`src/rtl/tankb_input_cond.sv`:
```
// Input conditioning for the Tank Battalion CONTROLS bus: sync, debounce, direction
// cancelling and coin-pulse shaping, producing an active-low control vector.
module tankb_input_cond #(
    parameter int TICK_DIV   = 18000,
    parameter int DEB_TICKS  = 4,
    parameter int COIN_PULSE = 50,
    parameter int COIN_GAP   = 100
) (
    input  logic        clk_sys,
    input  logic        reset,
    input  logic [8:0]  joy_in,
    input  logic        test_sw,
    output logic [9:0]  controls_n,
    output logic        coin_busy,
    output logic [15:0] coin_total
);

    localparam logic [15:0] TICK_LAST  = 16'(TICK_DIV - 1);
    localparam logic [3:0]  DEB_LAST   = 4'(DEB_TICKS - 1);
    localparam logic [7:0]  PULSE_LOAD = 8'(COIN_PULSE - 1);
    localparam logic [7:0]  GAP_LOAD   = 8'(COIN_GAP - 1);

    typedef enum logic [1:0] {
        S_IDLE  = 2'd0,
        S_PULSE = 2'd1,
        S_GAP   = 2'd2
    } coin_state_t;

    logic [15:0]  r_tick_cnt;
    logic         w_tick;
    logic [9:0]   r_sync1;
    logic [9:0]   r_sync2;
    logic [8:0]   w_db;
    logic         w_right;
    logic         w_left;
    logic         w_down;
    logic         w_up;
    logic         r_coin_prev;
    logic         w_coin_rise;
    logic [1:0]   r_pending;
    logic [1:0]   w_pending_next;
    coin_state_t  r_state;
    coin_state_t  w_state_next;
    logic [7:0]   r_timer;
    logic [7:0]   w_timer_next;
    logic         w_take;
    logic [15:0]  r_coin_total;
    logic [9:0]   r_controls_n;

    assign w_tick = (r_tick_cnt == TICK_LAST);

    always_ff @(posedge clk_sys or posedge reset) begin
        if (reset) begin
            r_tick_cnt <= '0;
        end else if (w_tick) begin
            r_tick_cnt <= '0;
        end else begin
            r_tick_cnt <= r_tick_cnt + 16'd1;
        end
    end

    // test_sw rides along as bit 9 of the synchroniser
    always_ff @(posedge clk_sys or posedge reset) begin
        if (reset) begin
            r_sync1 <= '0;
            r_sync2 <= '0;
        end else begin
            r_sync1 <= {test_sw, joy_in};
            r_sync2 <= r_sync1;
        end
    end

    genvar gi;
    generate
        for (gi = 0; gi < 9; gi++) begin : g_deb
            logic [3:0] r_cnt;
            logic       r_val;

            always_ff @(posedge clk_sys or posedge reset) begin
                if (reset) begin
                    r_cnt <= '0;
                    r_val <= 1'b0;
                end else if (w_tick) begin
                    if (r_sync2[gi] != r_val) begin
                        if (r_cnt == DEB_LAST) begin
                            r_val <= r_sync2[gi];
                            r_cnt <= '0;
                        end else begin
                            r_cnt <= r_cnt + 4'd1;
                        end
                    end else begin
                        r_cnt <= '0;
                    end
                end
            end

            assign w_db[gi] = r_val;
        end
    endgenerate

    // Opposing directions cancel each other rather than letting one win
    assign w_right = w_db[0] & ~w_db[1];
    assign w_left  = w_db[1] & ~w_db[0];
    assign w_down  = w_db[2] & ~w_db[3];
    assign w_up    = w_db[3] & ~w_db[2];

    assign w_coin_rise = w_db[7] & ~r_coin_prev;

    always_comb begin
        w_state_next = r_state;
        w_timer_next = r_timer;
        w_take       = 1'b0;
        case (r_state)
            S_IDLE: begin
                if (r_pending != 2'd0) begin
                    w_take       = 1'b1;
                    w_state_next = S_PULSE;
                    w_timer_next = PULSE_LOAD;
                end
            end
            S_PULSE: begin
                if (w_tick) begin
                    if (r_timer == 8'd0) begin
                        w_state_next = S_GAP;
                        w_timer_next = GAP_LOAD;
                    end else begin
                        w_timer_next = r_timer - 8'd1;
                    end
                end
            end
            S_GAP: begin
                if (w_tick) begin
                    if (r_timer == 8'd0) begin
                        w_state_next = S_IDLE;
                    end else begin
                        w_timer_next = r_timer - 8'd1;
                    end
                end
            end
            default: begin
                w_state_next = S_IDLE;
            end
        endcase
    end

    // An edge arriving on the same clock as a credit is consumed leaves the count unchanged
    always_comb begin
        w_pending_next = r_pending;
        if (w_coin_rise && !w_take) begin
            if (r_pending != 2'd3) begin
                w_pending_next = r_pending + 2'd1;
            end
        end else if (!w_coin_rise && w_take) begin
            w_pending_next = r_pending - 2'd1;
        end
    end

    always_ff @(posedge clk_sys or posedge reset) begin
        if (reset) begin
            r_state      <= S_IDLE;
            r_timer      <= '0;
            r_pending    <= '0;
            r_coin_prev  <= 1'b0;
            r_coin_total <= '0;
        end else begin
            r_state     <= w_state_next;
            r_timer     <= w_timer_next;
            r_pending   <= w_pending_next;
            r_coin_prev <= w_db[7];
            if (w_take) begin
                r_coin_total <= r_coin_total + 16'd1;
            end
        end
    end

    always_ff @(posedge clk_sys or posedge reset) begin
        if (reset) begin
            r_controls_n <= 10'h3FF;
        end else begin
            r_controls_n <= ~{w_db[8], r_sync2[9], (r_state == S_PULSE), w_db[6], w_db[5],
                              w_db[4], w_up, w_down, w_left, w_right};
        end
    end

    assign controls_n = r_controls_n;
    assign coin_busy  = (r_state != S_IDLE);
    assign coin_total = r_coin_total;

endmodule

```
`config.mk`:
```
export PLATFORM = sky130hd
export DESIGN_NAME = tankb_input_cond
export DESIGN_NICKNAME = d
export VERILOG_FILES = /design/src/rtl/tankb_input_cond.sv
export SDC_FILE = /design/constraint.sdc
export NUM_CORES = 1
export LEC_CHECK = 0
export ABC_AREA = 0
export CORE_MARGIN = 4
export CORE_UTILIZATION = 35
export CTS_CLUSTER_SIZE = 24
export DETAILED_ROUTE_END_ITERATION = 10
export PLACE_DENSITY = 0.62
export SLEW_MARGIN = 20
export SYNTH_ARGS = -nofsm -noshare
export SYNTH_HDL_FRONTEND = slang
export SYNTH_SLANG_ARGS = --single-unit
```
`constraint.sdc`:
```
create_clock -name clk_sys -period 5.7 [get_ports clk_sys]
set_input_delay 1.14 -clock clk_sys [delete_from_list [all_inputs] [get_ports clk_sys]]
set_output_delay 1.14 -clock clk_sys [all_outputs]
set_load 0.01 [all_outputs]
```
==> results of run 1 <==
[layer usage]
layer	track usage [%]	vias up	part of all wire (%)
met5	0	-	0
met4	6.57	0	2.5
met3	4.23	18	4.6
met2	19.1	77	47
met1	14.8	1906	46
li1	-	1865	-
[report_power, final]
part | leakage, nW | internal (mW) | switching [mW]
clock | 0.295 | 0.739 | 0.358
combinational | 1.04 | 0.0117 | 0.0221
sequential | 1.58 | 0.861 | 0.00303
[layout make-up]
type | count | area [um2]
tap | 211 | 264
fill | 1437 | 8630
timing repair buffer | 40 | 395
clock inverter | 9 | 148
multi-input combinational | 346 | 2330
clock buffer | 23 | 458
sequential | 120 | 3020
inverter | 19 | 76.3
[logic make-up after synthesis]
group	synth area share, %
compound gates	11.6
xor+xnor	5.74
fa+ha+maj	3.87
buf+inv	2.71
flops	54.9
mux	1.75
simple gates	19.4
[synth_stat cells, drive strengths merged, types with 6 or more instances]
cell type / instances / share of area (%)
dfrtp: 110 / 50
nand2: 61 / 4.4
o21ai: 32 / 2.9
nand3: 29 / 2.6
nor2: 20 / 1.4
inv: 19 / 1.3
o31ai: 19 / 2.7
xnor2: 18 / 2.9
xor2: 18 / 2.9
ha: 17 / 3.9
nor3b: 11 / 1.5
a21oi: 10 / 1.1
and2: 10 / 1.1
dfstp: 10 / 4.8
nor2b: 10 / 1.1
buf: 9 / 1.1
nand2b: 9 / 1.0
nand3b: 9 / 1.2
nand4: 8 / 0.91
mux2: 7 / 1.6
a31o: 6 / 0.96
nor4: 6 / 0.80
[flip-flops by register name, summed over array words and instances (netlist names)]
signal and flops:
r_timer 8, r_coin_prev 1, r_tick_cnt 16, r_sync2 10, coin_total 16, r_pending 2
r_sync1 10, controls_n 10, g_deb.r_val 9, g_deb.r_cnt 36, r_state 2
[worst max-delay path, cell delays in order (launching register included)]
cell                              delay, ns
sky130_fd_sc_hd__dfrtp_1               0.40
sky130_fd_sc_hd__inv_1                 0.08
sky130_fd_sc_hd__ha_1                  0.24
sky130_fd_sc_hd__inv_1                 0.16
sky130_fd_sc_hd__clkdlybuf4s50_1       0.57
[path summary, 6_finish.rpt]
| check | start | endpoint | depth (start not counted) |
|---|---|---|---|
| setup / recovery | r_state[0]$_DFFE_PP0P_ | coin_busy | 4 |
| hold / removal | r_sync1[7]$_DFF_PP0_ | r_sync2[7]$_DFF_PP0_ | 0 |
| setup reg to reg | r_tick_cnt[12]$_DFF_PP0_ | r_timer[0]$_DFFE_PP0P_ | 5 |
| hold reg to reg | r_sync1[7]$_DFF_PP0_ | r_sync2[7]$_DFF_PP0_ | 0 |
| max in group asynchronous | reset | controls_n[3]$_DFF_PP1_ | 3 |
| min in group asynchronous | reset | r_sync1[9]$_DFF_PP0_ | 2 |
==> impl_metrics.py, run 1 <==
metrics = {
    "clock_tree": {
        "cts_tree": "built",
        "clkSinkCount": 120,
        "cts.hold.buffers_added": 0,
        "clk-insertion-delay-late_ns": 0.42,
        "clk_transition_reported_paths_ns": 0.05,
        "cts_htree_levels": 4,
        "clock-root-buffer": "sky130_fd_sc_hd__clkbuf_16",
        "ctsLongestPathBuffers": 2,
        "postCtsSetupBuffers": 0,
        "ctsResizeCount": 0,
        "tritoncts.num_buffers": 17,
    },
    "global_route": {
        "wire_length_of_the_first_global_routing_pass_um": 17700,
        "grt_max_degree": 83,
        "number_of_antenna_violations_at_the_first_check_in_global_routing": 0,
        "first_global_vias": 3922,
        "grt_util_all_layers_pct": 12.2,
        "globalRouteOverflowTotal": 0,
    },
    "route": {
        "final_antenna_net_count": 0,
        "post_drt_wl_per_cell_um": 12.8,
        "route.final.wire_length_um": 9850,
        "drt_iter0_drc": 195,
        "viasPerCell": 5.03,
        "vias": 3866,
        "drcViolationCount": 0,
        "drt_pass1_iterations": 4,
    },
    "power": {
        "power_leakage_nw": 2.92,
        "report.power.total_mw": 2.00,
        "worst_ir_drop_vdd_mv": 0.209,
        "powerDensity_mw_per_mm2": 298,
    },
    "yosys": {
        "yosys_register_bits": 120,
        "synth_net_count": 527,
        "post_syn_instances": 498,
        "ys_async_sr_fraction_pct": 100,
        "average_cell_area_after_synthesis_um2": 11.0,
        "synth-main-ff-cell": "sky130_fd_sc_hd__dfrtp_1",
        "ys_warn_count": 0,
        "post_synth_num_cell_types": 59,
        "number_of_enable_type_register_cells_in_the_synthesized_netlist": 0,
        "synth_seq_area_share_pct": 54.9,
        "netlist_area_mm2": 0.00549,
    },
    "cells_and_area": {
        "most-common-layout-cells": "sky130_fd_sc_hd__dfrtp_1, sky130_fd_sc_hd__nand2_1, sky130_fd_sc_hd__clkdlybuf4s50_1, sky130_fd_sc_hd__o21ai_0, sky130_fd_sc_hd__nand3_1",
        "final_nets": 573,
        "final_core_util_pct": 43.7,
        "area_growth_syn_to_layout_pct": 21.7,
        "antenna-diode-count": 0,
        "layout_commonest_cell": "sky130_fd_sc_hd__dfrtp_1",
        "fin_cells": 768,
        "post-route-cell-area_mm2": 0.00669,
        "layout-drive-gt1-share_pct": 12.9,
    },
    "timing": {
        "skew_ns": 0.00678,
        "timing.fmax_mhz": 332,
        "rsz0062_at_grt": "no",
        "timing.final.crit_period_ns": 3.01,
        "worst_hold_slack_ns": 0.344,
        "worst-slew-pin-transition_ns": 0.984,
        "report.final.setup_viol": 0,
        "finalCritPeriodShare_pct": 52.8,
        "relSlewSlack_pct": 34.4,
        "timing.final.ws_setup_ns": 2.69,
        "maxSlewViolCount": 0,
        "finalHoldViolCount": 0,
        "fin_tns_setup_ns": 0,
    },
    "die": {
        "fp.dieH_um": 133,
        "placement_rows": 45,
        "die_area_mm2": 0.0178,
        "die-width_um": 133,
        "io-pin-count": 39,
        "placeableCoreArea_mm2": 0.0153,
        "start_util_pct": 35.9,
    },
    "place": {
        "dp_hpwl_um": 6590,
        "place.port_buffers": 38,
        "post-place-ws_ns": 2.74,
        "detailed_place.area_mm2": 0.00608,
        "gp_congestion": 0.756,
        "dp.cells": 736,
    },
    "job": {
        "drv.max_cap_violation_count": 0,
    },
    "setup_path": {
        "cp-start-kind": "flop",
        "timing.critical_path.required_ns": 4.56,
        "worst_setup_path_end_kind": "primary output",
        "cp.arrival_ns": 1.87,
        "crit_type": "flop to primary output",
        "ff2ff_setup_slack_ns": 3.21,
        "crit_fanout": 5,
    },
    "worst_hold_path": {
        "min-delay-path-class": "flop to flop",
    },
    "outcome": {
        "run_status": "finished, final reports clean",
    },
}
No activity file was read; power rests on OpenSTA's default activity.
==> inputs of run 2 (changes only) <==
- PLACE_DENSITY: 0.62 -> 0.64
- clock period: 5.7 -> 2.6 ns (I/O delays scaled with it)
==> run 2 against run 1 <==
Sequential share of layout area decreased by 0.57 points. Utilization increased by 0.56 points. Critical path depth unchanged. Via count increased by 0.36%. Wire length increased by 1.1%. Largest cell class unchanged. Highest routed layer unchanged.
==> impl_metrics.py, run 2 (synthesis gave the netlist of run 1 again) <==
metrics = {
    "outcome": {
        "run_status": "finished, final reports clean",
    },
    "setup_path": {
        "cp-start-kind": "flop",
        "slowest_stage": "sky130_fd_sc_hd__clkdlybuf4s50_1",
        "crit_type": "flop to primary output",
        "worstRegToRegCells": 6,
        "cp.arrival_ns": 1.90,
        "worstReg2RegStart": "r_state[0]$_DFFE_PP0P_",
        "worstPathCellList": "inv_1, ha_1, inv_1, clkdlybuf4s50_1",
        "timing.critical_path.buf_inv": 3,
        "cp.depth": 4,
        "worst_setup_path_end_kind": "primary output",
        "crit_fanout": 5,
        "critPathMaxStageDelay_ns": 0.57,
        "timing.critical_path.required_ns": 2.08,
        "ff2ff_setup_slack_ns": 0.56,
        "critical_path.top_delay_family": "buffers and inverters",
        "critical_path.most_common_cell": "sky130_fd_sc_hd__inv_1",
        "r2r-end": "r_timer[1]$_DFFE_PP0P_",
    },
    "clock_tree": {
        "clock-root-buffer": "sky130_fd_sc_hd__clkbuf_16",
        "clkSinkCount": 120,
        "postCtsSetupBuffers": 0,
        "tritoncts.num_buffers": 17,
        "ctsResizeCount": 0,
        "clk_transition_reported_paths_ns": 0.05,
        "ctsLongestPathBuffers": 2,
        "cts_htree_levels": 4,
        "cts_tree": "built",
        "clk-insertion-delay-late_ns": 0.41,
        "cts.hold.buffers_added": 0,
    },
    "route": {
        "drcViolationCount": 0,
        "drt_pass1_iterations": 4,
        "route.final.wire_length_um": 9960,
        "wl_met3_um": 346,
        "detailroute.wirelength.met2_um": 4870,
        "viasPerCell": 5.01,
        "post_drt_wl_per_cell_um": 12.9,
        "drt_iter0_drc": 248,
        "maxUsedRoutingLayer": "met4",
        "vias": 3880,
        "met1Wirelength_um": 4560,
        "final_antenna_net_count": 0,
    },
    "cells_and_area": {
        "layout_commonest_cell": "sky130_fd_sc_hd__dfrtp_1",
        "antenna-diode-count": 0,
        "largest-register": "g_deb.r_cnt",
        "area_growth_syn_to_layout_pct": 23.3,
        "most-common-layout-cells": "sky130_fd_sc_hd__dfrtp_1, sky130_fd_sc_hd__nand2_1, sky130_fd_sc_hd__clkdlybuf4s50_1, sky130_fd_sc_hd__o21ai_0, sky130_fd_sc_hd__nand3_1",
        "nFillCells": 1436,
        "final_nets": 579,
        "layout-drive-gt1-share_pct": 14.0,
        "flip_flop_count_of_the_largest_register_after_layout": 36,
    },
    "power": {
        "powerDensity_mw_per_mm2": 649,
        "power_leakage_nw": 2.95,
        "clock_power_share_pct": 55.1,
        "switching_share_pct": 19.2,
        "internal_power_summed_over_all_cells_mw": 3.55,
        "worst_ir_drop_vdd_mv": 0.418,
        "power_switching_mw": 0.842,
        "share_of_total_power_in_sequential_cells_pct": 43.1,
        "share_comb_of_total_power_pct": 1.8,
    },
    "timing": {
        "skew_ns": 0.00753,
        "timing.final.ws_setup_ns": 0.184,
        "relSlewSlack_pct": 62.6,
        "timing.fmax_mhz": 414,
        "worst-slew-pin-transition_ns": 0.556,
        "report.final.setup_viol": 0,
        "timing.final.crit_period_ns": 2.42,
        "maxSlewViolCount": 0,
        "finalHoldViolCount": 0,
        "rsz0062_at_grt": "no",
        "fin_tns_setup_ns": 0,
        "finalCritPeriodShare_pct": 92.9,
    },
    "worst_hold_path": {
        "holdPathStages": 0,
        "min-delay-path-class": "flop to flop",
        "worst_hold_endpoint": "r_sync2[9]$_DFF_PP0_",
        "hold_path_startpoint": "r_sync1[9]$_DFF_PP0_",
    },
    "global_route": {
        "first_global_vias": 3908,
        "globalRouteOverflowTotal": 0,
        "grt_util_all_layers_pct": 11.9,
        "number_of_antenna_violations_at_the_first_check_in_global_routing": 0,
        "grt_max_degree": 82,
        "wire_length_of_the_first_global_routing_pass_um": 17400,
    },
    "place": {
        "gp_congestion": 0.862,
        "post-place-ws_ns": 0.581,
        "dp_hpwl_um": 6700,
        "place.port_buffers": 38,
    },
    "die": {
        "placeableCoreArea_mm2": 0.0153,
        "placement_rows": 45,
        "die-width_um": 133,
        "fp.dieH_um": 133,
        "start_util_pct": 35.9,
        "die_area_mm2": 0.0178,
        "io-pin-count": 39,
    },
    "job": {
        "drv.max_cap_violation_count": 0,
    },
}
==> run 2: cell count changes in the layout (fill, tap and decap cells not counted), moves of 2 or more <==
cell / before / now
sky130_fd_sc_hd__buf_12: 0 / 2
sky130_fd_sc_hd__buf_4: 2 / 6
sky130_fd_sc_hd__clkbuf_8: 1 / 5
sky130_fd_sc_hd__clkinv_2: 4 / 0
sky130_fd_sc_hd__clkinvlp_4: 1 / 4
==> run 2: how the worst max path moves through the flow <==
stage	slack (ns)	end	startpoint
2_1_floorplan	0.62	coin_total[0]$_DFFE_PP0P_	reset
3_3_place_gp	0.63	r_timer[0]$_DFFE_PP0P_	r_state[0]$_DFFE_PP0P_
3_5_place_dp	0.58	r_timer[1]$_DFFE_PP0P_	r_state[0]$_DFFE_PP0P_
4_1_cts	0.17	coin_busy	r_state[0]$_DFFE_PP0P_
5_1_grt	0.09	coin_busy	r_state[0]$_DFFE_PP0P_
6_report	0.18	coin_busy	r_state[0]$_DFFE_PP0P_
==> run 2: power groups by stage <==
| stage | logic, mW | registers, mW | clock network, mW |
|---|---|---|---|
| 2_1_floorplan | 0.0438 | 1.93 | 0 |
| 3_3_place_gp | 0.0828 | 1.93 | 0 |
| 3_5_place_dp | 0.0852 | 1.93 | 0 |
| 4_1_cts | 0.0853 | 1.89 | 2.49 |
| 5_1_grt | 0.0938 | 1.89 | 2.57 |
| 6_report | 0.0806 | 1.89 | 2.42 |
==> run 2: cell type report <==
class / count / area (um2) / area share (%)
inverters: 19 / 75.1 / 1.11
repair buffers: 46 / 465 / 6.87
flip-flops and latches: 120 / 3020 / 44.5
multi-input cells: 346 / 2330 / 34.4
clock inverters: 6 / 113 / 1.66
well taps: 211 / 264 / 3.90
clock buffers: 26 / 509 / 7.52
==> run 2: per-stage QoR <==
step	hold WS, ns	utilization (%)	area [um2]	instances	power (mW)
2_1_floorplan	0.331	-	5500	498	1.97
3_3_place_gp	0.332	40.1	6150	742	2.01
3_5_place_dp	0.335	40.1	6150	742	2.01
5_1_grt	0.352	44.2	6770	774	4.56
6_report	0.342	44.2	6770	774	4.40
4_1_cts	0.343	44.2	6770	774	4.47
==> run 2: layer usage <==
metal,global-route usage (%),up-vias
met3,3.59,15
met1,14.0,1919
met5,0,-
li1,-,1872
met4,5.54,0
met2,20.0,74
==> inputs of run 3 (changes only) <==
- CTS_CLUSTER_SIZE: 24 -> not set
==> results of run 3 <==
No change in the layout: final DEF, timing and power equal those of run 2.
